--- config.mk ---
export PLATFORM = sky130hd
export DESIGN_NAME = vetris_input_reg_ctrl
export DESIGN_NICKNAME = d
export VERILOG_FILES = /design/src/rtl/vetris_pkg.sv /design/src/rtl/btn_sync_edge.sv /design/src/rtl/vetris_input_reg_ctrl.sv
export SDC_FILE = /design/constraint.sdc
export NUM_CORES = 1
export LEC_CHECK = 0
export ABC_AREA = 1
export CAP_MARGIN = 20
export CORE_UTILIZATION = 40
export DETAILED_ROUTE_END_ITERATION = 10
export PLACE_DENSITY = 0.66
export SETUP_SLACK_MARGIN = 0.05
export SLEW_MARGIN = 20
export SYNTH_ARGS = -nofsm -noshare
export SYNTH_HDL_FRONTEND = slang
export SYNTH_SLANG_ARGS = --single-unit
export TNS_END_PERCENT = 50
--- constraint.sdc ---
create_clock -name clk -period 2 [get_ports clk]
set_input_delay 0.3 -clock clk [delete_from_list [all_inputs] [get_ports clk]]
set_output_delay 0.3 -clock clk [all_outputs]
set_load 0.005 [all_outputs]
--- src/rtl/vetris_pkg.sv ---
// Shared types for the Vetris input register: CMD field layout, command encodings, FSM states.
// Types only; no latency or backpressure of its own.
package vetris_pkg;

  localparam int CMD_LSB = 0;
  localparam int CMD_MSB = 2;
  localparam int CMD_W   = CMD_MSB - CMD_LSB + 1;

  // Encodings line up with the pending vector {right, left, down}
  typedef enum logic [CMD_W-1:0] {
    CMD_IDLE  = 3'b000,
    CMD_DOWN  = 3'b001,
    CMD_LEFT  = 3'b010,
    CMD_RIGHT = 3'b100
  } cmd_t;

  typedef enum logic [1:0] {
    IDLE,
    POST,
    WAIT_ACK
  } fsm_state_t;

  function automatic cmd_t pick_cmd(input logic [CMD_W-1:0] pend);
    if (pend[0]) return CMD_DOWN;
    if (pend[1]) return CMD_LEFT;
    if (pend[2]) return CMD_RIGHT;
    return CMD_IDLE;
  endfunction

endpackage

--- src/rtl/btn_sync_edge.sv ---
// Synchronizes one asynchronous board button and emits a one-cycle pulse on its rising edge.
// Pulse appears SYNC_STAGES-1 cycles after the first sampling edge; no backpressure, held levels pulse once.
module btn_sync_edge #(
  parameter int SYNC_STAGES = 2
) (
  input  logic clk,
  input  logic rst,
  input  logic btn,
  output logic rise
);

  logic [SYNC_STAGES-1:0] sync;
  logic                   prev;

  always_ff @(posedge clk or negedge rst) begin
    if (!rst) begin
      sync <= '0;
      prev <= 1'b0;
    end else begin
      sync <= {sync[SYNC_STAGES-2:0], btn};
      prev <= sync[SYNC_STAGES-1];
    end
  end

  assign rise = sync[SYNC_STAGES-1] & ~prev;

endmodule

--- src/rtl/vetris_input_reg_ctrl.sv ---
// Owns the CPU input register; posts button/gravity moves into CMD[2:0], one at a time, DOWN > LEFT > RIGHT.
// Button edge to CMD is 3 cycles when idle; CPU writes always win and a posted command holds until CMD is cleared.
module vetris_input_reg_ctrl
  import vetris_pkg::*;
#(
  parameter int GRAVITY_TICKS = 50_000_000,
  parameter int ACK_TIMEOUT   = 4096,
  parameter int SYNC_STAGES   = 2
) (
  input  logic             clk,
  input  logic             rst,
  input  logic             cpu_wr_en,
  input  logic [31:0]      cpu_wr_data,
  input  logic             btn_down,
  input  logic             btn_left,
  input  logic             btn_right,
  input  logic             game_en,
  output logic [31:0]      in_reg_data,
  output logic [CMD_W-1:0] pending,
  output logic             cmd_busy,
  output logic             ack_timeout_err
);

  localparam int GRAV_W = $clog2(GRAVITY_TICKS);
  localparam int TO_W   = $clog2(ACK_TIMEOUT + 1);
  localparam logic [GRAV_W-1:0] GRAV_LAST = GRAV_W'(GRAVITY_TICKS - 1);
  localparam logic [TO_W-1:0]   TO_LIMIT  = TO_W'(ACK_TIMEOUT);

  logic [CMD_W-1:0]  btn_rise;
  logic [GRAV_W-1:0] grav_cnt;
  logic              grav_tick;
  logic [CMD_W-1:0]  new_req;
  logic [CMD_W-1:0]  cmd_q;
  logic [CMD_W-1:0]  cmd_nxt;
  logic [TO_W-1:0]   to_cnt;
  logic [TO_W-1:0]   to_cnt_inc;

  fsm_state_t        state_q;
  fsm_state_t        state_nxt;
  logic              do_post;
  cmd_t              post_cmd;
  logic [CMD_W-1:0]  clr_mask;

  btn_sync_edge #(.SYNC_STAGES(SYNC_STAGES)) u_sync_down (
    .clk  (clk),
    .rst  (rst),
    .btn  (btn_down),
    .rise (btn_rise[0])
  );

  btn_sync_edge #(.SYNC_STAGES(SYNC_STAGES)) u_sync_left (
    .clk  (clk),
    .rst  (rst),
    .btn  (btn_left),
    .rise (btn_rise[1])
  );

  btn_sync_edge #(.SYNC_STAGES(SYNC_STAGES)) u_sync_right (
    .clk  (clk),
    .rst  (rst),
    .btn  (btn_right),
    .rise (btn_rise[2])
  );

  assign grav_tick  = game_en && (grav_cnt == GRAV_LAST);
  assign new_req    = game_en ? {btn_rise[2], btn_rise[1], btn_rise[0] | grav_tick} : '0;
  assign cmd_q      = in_reg_data[CMD_MSB:CMD_LSB];
  assign cmd_nxt    = cpu_wr_en ? cpu_wr_data[CMD_MSB:CMD_LSB] : cmd_q;
  assign to_cnt_inc = to_cnt + 1'b1;

  always_ff @(posedge clk or negedge rst) begin
    if (!rst) begin
      grav_cnt <= '0;
    end else if (game_en) begin
      grav_cnt <= grav_tick ? '0 : grav_cnt + 1'b1;
    end
  end

  // IDLE looks at the incoming request too, so a fresh request is posted the cycle after it lands in pending
  always_comb begin
    state_nxt = state_q;
    do_post   = 1'b0;
    post_cmd  = CMD_IDLE;
    clr_mask  = '0;
    case (state_q)
      IDLE: begin
        if (((pending | new_req) != '0) && (cmd_nxt == '0)) begin
          state_nxt = POST;
        end
      end
      POST: begin
        if (cpu_wr_en || (pending == '0)) begin
          state_nxt = IDLE;
        end else begin
          do_post   = 1'b1;
          post_cmd  = pick_cmd(pending);
          clr_mask  = post_cmd;
          state_nxt = WAIT_ACK;
        end
      end
      WAIT_ACK: begin
        if (cmd_q == '0) begin
          state_nxt = IDLE;
        end
      end
      default: state_nxt = IDLE;
    endcase
  end

  always_ff @(posedge clk or negedge rst) begin
    if (!rst) begin
      state_q  <= IDLE;
      cmd_busy <= 1'b0;
      pending  <= '0;
    end else begin
      state_q  <= state_nxt;
      cmd_busy <= (state_nxt != IDLE);
      pending  <= (pending & ~clr_mask) | new_req;
    end
  end

  // Upper bits are only ever written by the CPU; a post touches CMD alone
  always_ff @(posedge clk or negedge rst) begin
    if (!rst) begin
      in_reg_data <= '0;
    end else if (cpu_wr_en) begin
      in_reg_data <= cpu_wr_data;
    end else if (do_post) begin
      in_reg_data[CMD_MSB:CMD_LSB] <= post_cmd;
    end
  end

  always_ff @(posedge clk or negedge rst) begin
    if (!rst) begin
      to_cnt          <= '0;
      ack_timeout_err <= 1'b0;
    end else if (state_q == POST) begin
      to_cnt <= '0;
    end else if ((state_q == WAIT_ACK) && (to_cnt != TO_LIMIT)) begin
      to_cnt <= to_cnt_inc;
      if (to_cnt_inc == TO_LIMIT) begin
        ack_timeout_err <= 1'b1;
      end
    end
  end

endmodule

# Word level (Yosys, flattened, before mapping)
# Index checks and enable logic that the tools add are counted.
[totals]
out_inout_bits = 37
elab_cells = 79
ff_bits = 87
inputBits = 39
[classes]
muxes = 33
bitwise = 12
eq_ne = 5
reduce_logical = 13
n_addsub = 2
[op_table]
columns = ["op", "n"]
rows = [
  ["2-to-1 mux 3 bit", 12],
  ["adder 26 x 1 -> 26 bit, second input constant", 1],
  ["equality test 26 bit, second input constant", 1],
  ["2-to-1 mux 13 bit", 2],
  ["2-to-1 mux 26 bit", 1],
  ["2-to-1 mux 1 bit", 14],
  ["adder 13 x 1 -> 13 bit, second input constant", 1],
  ["equality test 13 bit, second input constant", 1],
  ["!= test 13 bit, second input constant", 1],
  ["logical NOT 3 bit", 3],
  ["2-to-1 mux 2 bit", 3],
  ["bitwise OR 3 bit", 2],
  ["case mux 2 bit (3 select lines)", 1],
  ["nonzero test 2 bit", 3],
  ["inverter 1 bit", 4],
  ["AND 1 bit", 3],
  ["AND 3 bit", 1],
  ["logical AND 1 bit", 3],
  ["inverter 3 bit", 1],
  ["AND reduction 3 bit", 1],
  ["nonzero test 3 bit", 1],
  ["equality test 2 x 1 -> 1 bit, second input constant", 1],
  ["equality test 2 bit, second input constant", 1],
  ["logical NOT 2 bit", 1],
  ["other kinds (2)", 2],
]

# Logic depth before layout (Yosys ltp)
# Gate-level depths: netlist of run 1.
[logic_depth]
word_depth = 19
mapped_depth = 11
ltp_nobuf = 11

# Cells and area by module
# A second synthesis of run 1 with hierarchy kept.
[unflattened]
cells_unflattened = 505
area_unflattened_um2 = 4342.9
[by_module_without_submodules]
columns = ["module", "seq_area_each_um2", "cells_per_inst", "instances", "area_per_inst_um2"]
rows = [
  ["vetris_input_reg_ctrl", 1951.9, 490, 1, 4087.7],
  ["btn_sync_edge", 75.1, 5, 3, 85.1],
]

# Worst setup path after synthesis of run 1
# Ideal clock, no wire load.
[synth_timing]
kind = "register to register"
start = "reg to_cnt[0]"
end = "reg to_cnt[8]"
synth_period_minus_slack_ns = 1.532
path_buffers = 1
arrival_time_ns = 1.449
t_required_ns = 1.917
path_stages_with_launch = 12
setup_slack_ns = 0.468
setup_time_ns = 0.083
path_cell_list = "dfrtp_1 inv_1 ha_1 nand2_1 nor3_1 nand2_1 nand2_4 inv_2 a21oi_4 buf_6 nand2_1 o21ai_0"
[synth_between]
elab_chain_cells = 3
word_cells_on_any_way = 6
classes_between = "add/sub: 1; eq/ne: 1; mux: 2; reduce/logical: 2"
[synth_lines]
columns = ["element", "line_no", "text"]
rows = [
  ["from (decl)", "vetris_input_reg_ctrl.sv:35", "logic [TO_W-1:0] to_cnt;"],
  ["from (signal assigned)", "vetris_input_reg_ctrl.sv:140", "to_cnt <= to_cnt_inc;"],
  ["adder 13 x 1 -> 13 bit or != test 13 bit (tied branches)", "vetris_input_reg_ctrl.sv:69, vetris_input_reg_ctrl.sv:139", ""],
  ["2-to-1 mux 13 bit or logical AND 1 bit (tied branches)", "vetris_input_reg_ctrl.sv:139", "end else if ((state_q == WAIT_ACK) && (to_cnt != TO_LIMIT)) begin"],
  ["2-to-1 mux 13 bit or nonzero test 2 bit (tied branches)", "n/a", ""],
]
# Several ways; a longest one is shown, not always the timed one. The select of a mux whose other input is x is not followed.
# A chain may end at the register's enable or synchronous reset.

# Worst setup path after layout of run 1
[layout_timing]
start = "reg to_cnt[1]"
end = "reg ack_timeout_err"
[layout_between]
elab_chain_cells = 3
word_cells_on_any_way = 5
classes_between = "add/sub: 1; eq/ne: 2; reduce/logical: 2"
[layout_lines]
columns = ["element", "line_no", "text"]
rows = [
  ["adder 13 x 1 -> 13 bit or != test 13 bit (tied branches)", "vetris_input_reg_ctrl.sv:69, vetris_input_reg_ctrl.sv:139", ""],
  ["equality test 13 bit or logical AND 1 bit (tied branches)", "vetris_input_reg_ctrl.sv:141, vetris_input_reg_ctrl.sv:139", ""],
  ["AND reduction 3 bit (no source line) *", "n/a", ""],
  ["to (signal assigned)", "vetris_input_reg_ctrl.sv:136", "ack_timeout_err <= 1'b0;"],
  ["to (signal assigned)", "vetris_input_reg_ctrl.sv:142", "ack_timeout_err <= 1'b1;"],
  ["to (decl)", "vetris_input_reg_ctrl.sv:21", "output logic ack_timeout_err"],
]
# Mark *: on every way between the ends. The rest lies on a longest branch, timed or not.

==> impl_metrics.yaml, run 1 <==
grt:
  antenna_found_initial: 0
  grt_usage_pct: 18.7
  grt_overflow: 0
  grt_pass1_wl_um: 16200
  grt_max_degree: 45
  grt_pass1_vias: 3538
cells_and_area:
  final_util_pct: 52.3
  nFillCells: 956
  final_layout_size_suffix_gt1_share_pct: 10.4
  antenna_cells: 0
  fin_nets: 623
  stdcell_area_um2: 5370
  multi_input_area_um2: 1740
  seq_area_um2: 2180
  area_delta_synth_final_pct: 27.6
clock_tree:
  cts.sinks: 87
  cts_resized: 0
  clock_path_buffers: 2
  root_buffer: "clkbuf_8"
  cts_tree: "built"
  clk_pin_slew_ns: 0.10
  worstSkewPairLatency_ns: 0.37
  ctsHtreeMaxLevel: 3
  numCtsBuffers: 9
sta:
  slew_headroom_pct: 61.5
  timing.hold.ws_ns: 0.354
  setup-tns-final_ns: 0
  max_clock_freq_mhz: 554
  finalCritPeriodShare_pct: 90.2
  drv_slew: 0
  rsz0062_at_grt: "no"
  clock_skew_ns: 0.0176
  finalHoldViolCount: 0
  setup_viol: 0
  min_period_ns: 1.80
  tightest_slew_ns: 0.578
worst_setup_path:
  worstSetupStartpointType: "flip-flop"
  worstPathMaxFanout: 7
  crit_path_end_kind: "flip-flop"
  path_class: "flip-flop to flip-flop"
  critPathRequiredTime_ns: 2.29
  worstPathArrival_ns: 2.10
place:
  port_buffers: 75
  place.gp.congestion: 0.918
  placed_area_um2: 5140
  hpwlAfterDp_um: 6970
floorplanning:
  die_w_um: 105
  dieArea_um2: 10900
  core_area_um2: 10300
  die_y_um: 105
  start_util_pct: 40.9
  io_pins: 76
  row_count: 37
power:
  vdd.ir_drop.worst_v: 0.000571
  powerDensity_nw_per_um2: 806
  leakage_nw: 2.55
logic_synthesis:
  synth_seq_cells: 87
  syn_avg_cell_area_um2: 8.54
  ys_types: 26
  syn_area_um2: 4210
  synth_warnings: 0
  synthesis.nets: 536
  syn_inst: 493
  seq_area_frac_synth_pct: 51.7
drt:
  postRouteAntennaNets: 0
  wl_um: 9300
  drt-initial-drc-count: 154
  drc: 0
  wire_per_inst_um: 12.9
  num_vias: 3521
  drt_first_pass_iters: 5
  routed_via_density: 4.88
job:
  cap_violations: 0
min_path:
  hp-class: "primary input to flip-flop"
status:
  status: "finished, final reports clean"
## power breakdown
group          switching, W  total, W  internal (W)
clock network      0.000728   0.00122      0.000488
registers          0.000191   0.00215       0.00196
logic              0.000468  0.000962      0.000493
total               0.00139   0.00433       0.00294
## Yosys cell counts
library cell	n	share of area, %
nand2_1	124	11
dfrtp_1	87	52
inv_1	62	5.5
nor2_1	59	5.3
nand3_1	42	5.0
mux2_2	29	7.8
o21ai_0	25	3.0
nor3_1	14	1.7
nand4_1	10	1.5
a21oi_1	9	1.1
xor2_1	6	1.2
buf_2	4	0.48
ha_1	4	1.2
and2_1	3	0.45
buf_6	2	0.54
clkbuf_1	2	0.18
nand3b_1	2	0.36
a21oi_4	1	0.39
a31oi_1	1	0.15
and3_1	1	0.15
clkbuf_2	1	0.12
inv_2	1	0.089
nand2_4	1	0.27
nor2_2	1	0.15
nor4_4	1	0.51
o21ai_2	1	0.21
## state kept, by name, indices dropped and copies added (netlist names), 2 cells and up
register / count
state_q: 2
pending: 3
u_sync_left.sync: 2
grav_cnt: 26
to_cnt: 13
u_sync_right.sync: 2
u_sync_down.sync: 2
in_reg_data: 32
## per-layer routing
metal / part of all wire, % / GRT usage (%) / vias up
li1: - / - / 1758
met4: 1.2 / 7.24 / 0
met3: 3.4 / 4.05 / 7
met1: 46 / 23.5 / 1692
met2: 49 / 31.2 / 64
met5: 0 / 0 / -
## worst max-delay path, cell delays in order, from the launching register on
cell and delay [ns]:
dfrtp_1 0.47, ha_1 0.24, nand2_1 0.10, nor2_1 0.37, nand3_1 0.12, nand2_1 0.10, nand3_1 0.09, nor2_1 0.11
nand3_1 0.08, nand2_1 0.06
## kinds of logic (layout without fill, tap and decap cells)
family | Yosys count | in the layout | share of synthesized area (%)
compound gates | 37 | 37 | 4.79
xor+xnor | 6 | 6 | 1.25
fa+ha+maj | 4 | 4 | 1.19
buf+inv | 72 | 164 | 6.93
flops | 87 | 87 | 51.7
mux | 29 | 29 | 7.76
simple gates | 258 | 258 | 26.3
## stage by stage
stage	total power (W)	std cells	worst slack, ns
floorplan	0.00265	493	0.468
global placement	0.00308	703	0.173
detailed placement	0.00310	703	0.177
CTS	0.00433	720	0.147
global route	0.00458	721	0.0455
finish	0.00433	721	0.196
## final cells by class
cell class | count | share of cell area [%]
Tap cell | 136 | 3.17
Clock buffer | 9 | 2.31
Multi-Input combinational cell | 334 | 32.4
Sequential cell | 87 | 40.5
Inverter | 63 | 4.40
Clock inverter | 7 | 1.35
Timing Repair Buffer | 85 | 15.8
## timing repair
item | 4_1_cts | 5_1_grt
hold buffers | 1 | 0
endpoints found under the hold margin | 42 | 0
setup endpoints to repair | 0 | 13
setup buffers | 0 | 1
## final timing paths
path                                                   to  cells past startpoint                            from  slack (ns)
hold reg to reg            u_sync_right.sync[1]$_DFF_PN0_                      0  u_sync_right.sync[0]$_DFF_PN0_        0.36
hold / removal             u_sync_right.sync[0]$_DFF_PN0_                      1                       btn_right        0.35
max in group asynchronous        grav_cnt[24]$_DFFE_PN0P_                      3                             rst        0.88
setup reg to reg              ack_timeout_err$_DFFE_PN0P_                      9           to_cnt[1]$_DFFE_PN0P_        0.20
setup / recovery              ack_timeout_err$_DFFE_PN0P_                      9           to_cnt[1]$_DFFE_PN0P_        0.20
min in group asynchronous     in_reg_data[13]$_DFFE_PN0P_                      2                             rst        0.46
## cells in the final DEF (no fill, tap or decap), drive strengths merged, types with 9 or more instances in the layout
cell type | netlist | layout
o21ai | 26 | 26
nor3 | 14 | 14
nand2 | 125 | 125
inv | 63 | 66
clkdlybuf4s50 | 0 | 74
buf | 6 | 10
nand3 | 42 | 42
a21oi | 10 | 10
mux2 | 29 | 29
nor2 | 60 | 60
clkbuf | 3 | 9
dfrtp | 87 | 87
nand4 | 10 | 10
(Power assumes the default switching activity.)
==> inputs of run 2 (changes only) <==
- CORE_UTILIZATION: 40 -> 53
- PLACE_DENSITY: 0.66 -> 0.81
==> run 2 against run 1 <==
- wire length down 0.77%
- clock skew down 0.0063 ns
- clock-buffer cell count unchanged
- combinational power down 4.4%
- maximum frequency down 3.4%
- worst setup slack worse by 0.063 ns
- via count up 2.0%
- critical endpoint unchanged
==> impl_metrics.yaml, run 2 (synthesized netlist as in run 1, its figures left out) <==
status:
  status: "finished, final reports clean"
worst_setup_path:
  max_stage_delay_ns: 0.51
  worstSetupStartpointType: "flip-flop"
  worst-r2r-cell-count: 9
  startpoint: "to_cnt[0]$_DFFE_PN0P_"
  crit_chain: "ha_1 -> nand2_1 -> nor2_1 -> nand3_1 -> nand2_1 -> nand3_1 -> nor2_1 -> nand3_1 -> nand2_1"
  crit_slowest_cell: "dfrtp_1"
  critPathRequiredTime_ns: 2.29
  worstPathArrival_ns: 2.16
  worstPathMaxFanout: 9
  crit_path_end_kind: "flip-flop"
  timing.rr.start: "to_cnt[0]$_DFFE_PN0P_"
  path_class: "flip-flop to flip-flop"
  path_delay_family: "simple AND/OR/NAND/NOR gates"
  ff2ff_setup_slack_ns: 0.13
  timing.critical_path.buf_inv: 0
  r2r-end: "ack_timeout_err$_DFFE_PN0P_"
min_path:
  whs_path_depth: 0
  holdPathEnd: "u_sync_down.sync[1]$_DFF_PN0_"
  hp-class: "flip-flop to flip-flop"
  min_from: "u_sync_down.sync[0]$_DFF_PN0_"
power:
  fin_total_pwr_w: 0.00444
  leakage_nw: 2.56
  vdd.ir_drop.worst_v: 0.000536
  powerDensity_nw_per_um2: 833
drt:
  num_vias: 3590
  drc: 0
  drt-initial-drc-count: 161
  routed_via_density: 5.24
  wire_per_inst_um: 13.5
  drt_first_pass_iters: 5
  postRouteAntennaNets: 0
  wl_um: 9230
sta:
  setup-tns-final_ns: 0
  finalHoldViolCount: 0
  rsz0062_at_grt: "yes"
  finalCritPeriodShare_pct: 93.4
  min_period_ns: 1.87
  tightest_slew_ns: 0.576
  final.setup.worst_slack_ns: 0.133
  setup_viol: 0
  max_clock_freq_mhz: 536
  timing.hold.ws_ns: 0.356
  slew_headroom_pct: 61.6
  drv_slew: 0
  clock_skew_ns: 0.0113
grt:
  antenna_found_initial: 0
  grt_pass1_vias: 3397
  grt_overflow: 0
  grt_pass1_wl_um: 15600
  grt_usage_pct: 23.6
  grt_max_degree: 46
floorplanning:
  die_w_um: 91.1
  core_area_um2: 7690
  die_y_um: 91.1
  start_util_pct: 54.7
  io_pins: 76
  dieArea_um2: 8300
  row_count: 32
place:
  place.gp.congestion: 0.933
  dp_slack_ns: 0.0439
  hpwlAfterDp_um: 6890
  port_buffers: 75
  dp.cells: 667
clock_tree:
  root_buffer: "clkbuf_8"
  worstSkewPairLatency_ns: 0.36
  cts_resized: 0
  numCtsBuffers: 9
  ctsHtreeMaxLevel: 3
  cts.sinks: 87
  cts_tree: "built"
  clk_pin_slew_ns: 0.09
  clock_path_buffers: 2
cells_and_area:
  reg_top3: "in_reg_data (32), grav_cnt (26), to_cnt (13)"
  fin_nets: 622
  final_common_cell: "nand2_1"
  nFillCells: 588
  final_layout_size_suffix_gt1_share_pct: 10.1
  final_cell_mix: "124 x nand2_1, 87 x dfrtp_1, 74 x clkdlybuf4s50_1, 62 x inv_1, 59 x nor2_1"
  antenna_cells: 0
  area_delta_synth_final_pct: 26.6
  stdcell_count: 685
  top_register: "in_reg_data"
  largest_register_ffs: 32
job:
  cap_violations: 0
## run 2: cell count changes in the layout (fill, tap and decap cells not counted)
cell and delta:
buf_12 -1, bufinv_16 +2, clkinv_2 +1, clkinv_4 -2, clkinv_8 -1, clkinvlp_4 -1
inv_6 +2, inv_8 -2
## run 2: stage by stage
step,util (%),cell area (um^2)
floorplan,-,4210
global placement,66.2,5090
detailed placement,66.2,5090
CTS,69.1,5310
global route,69.3,5330
finish,69.3,5330
## run 2: final cells by class
type	instances	area, um^2	area share, %
Clock inverter	6	91.3	1.71
Multi-Input combinational cell	334	1740	32.7
Sequential cell	87	2180	40.9
Inverter	63	236	4.44
Tap cell	102	128	2.40
Timing Repair Buffer	84	831	15.6
Clock buffer	9	124	2.33
## run 2: worst register-to-register path, delay by kind of cell (launching register included)
| family | cells | cell delay (ns) |
|---|---|---|
| adders and majority gates | 1 | 0.25 |
| DFF | 1 | 0.51 |
| and+or+nand+nor | 8 | 1.05 |
## run 2: repair_timing
action	4_1_cts	5_1_grt
setup buffers	0	2
endpoints found under the hold margin	43	0
setup endpoints to repair	0	14
hold buffers	1	0
## run 2: worst max path at each step
stage	end	slack [ns]	cells after the start
4_1_cts	ack_timeout_err$_DFFE_PN0P_	0.14	9
3_3_place_gp	grav_cnt[20]$_DFFE_PN0P_	0.11	9
3_5_place_dp	grav_cnt[23]$_DFFE_PN0P_	0.04	8
6_report	ack_timeout_err$_DFFE_PN0P_	0.13	9
2_1_floorplan	to_cnt[8]$_DFFE_PN0P_	0.47	11
5_1_grt	ack_timeout_err$_DFFE_PN0P_	0.03	9
## run 2: where the power goes
| group | internal, W | leakage (nW) | switching (W) | total, W |
|---|---|---|---|---|
| sequential | 0.00196 | 1.02 | 0.000204 | 0.00216 |
| clock | 0.000708 | 0.110 | 0.000644 | 0.00135 |
| combinational | 0.000468 | 1.42 | 0.000452 | 0.000920 |
| total | 0.00314 | 2.56 | 0.00130 | 0.00444 |
## run 2: routing by layer
layer,routed length [um],global-route usage [%]
met3,498,4.77
met1,4010,30.3
met4,238,10.4
met2,4480,38.7
met5,0,0
==> inputs of run 3 (changes only) <==
- TNS_END_PERCENT: 50 -> 20
==> results of run 3 <==
Final layout, timing and power as in run 2 (identical DEF).
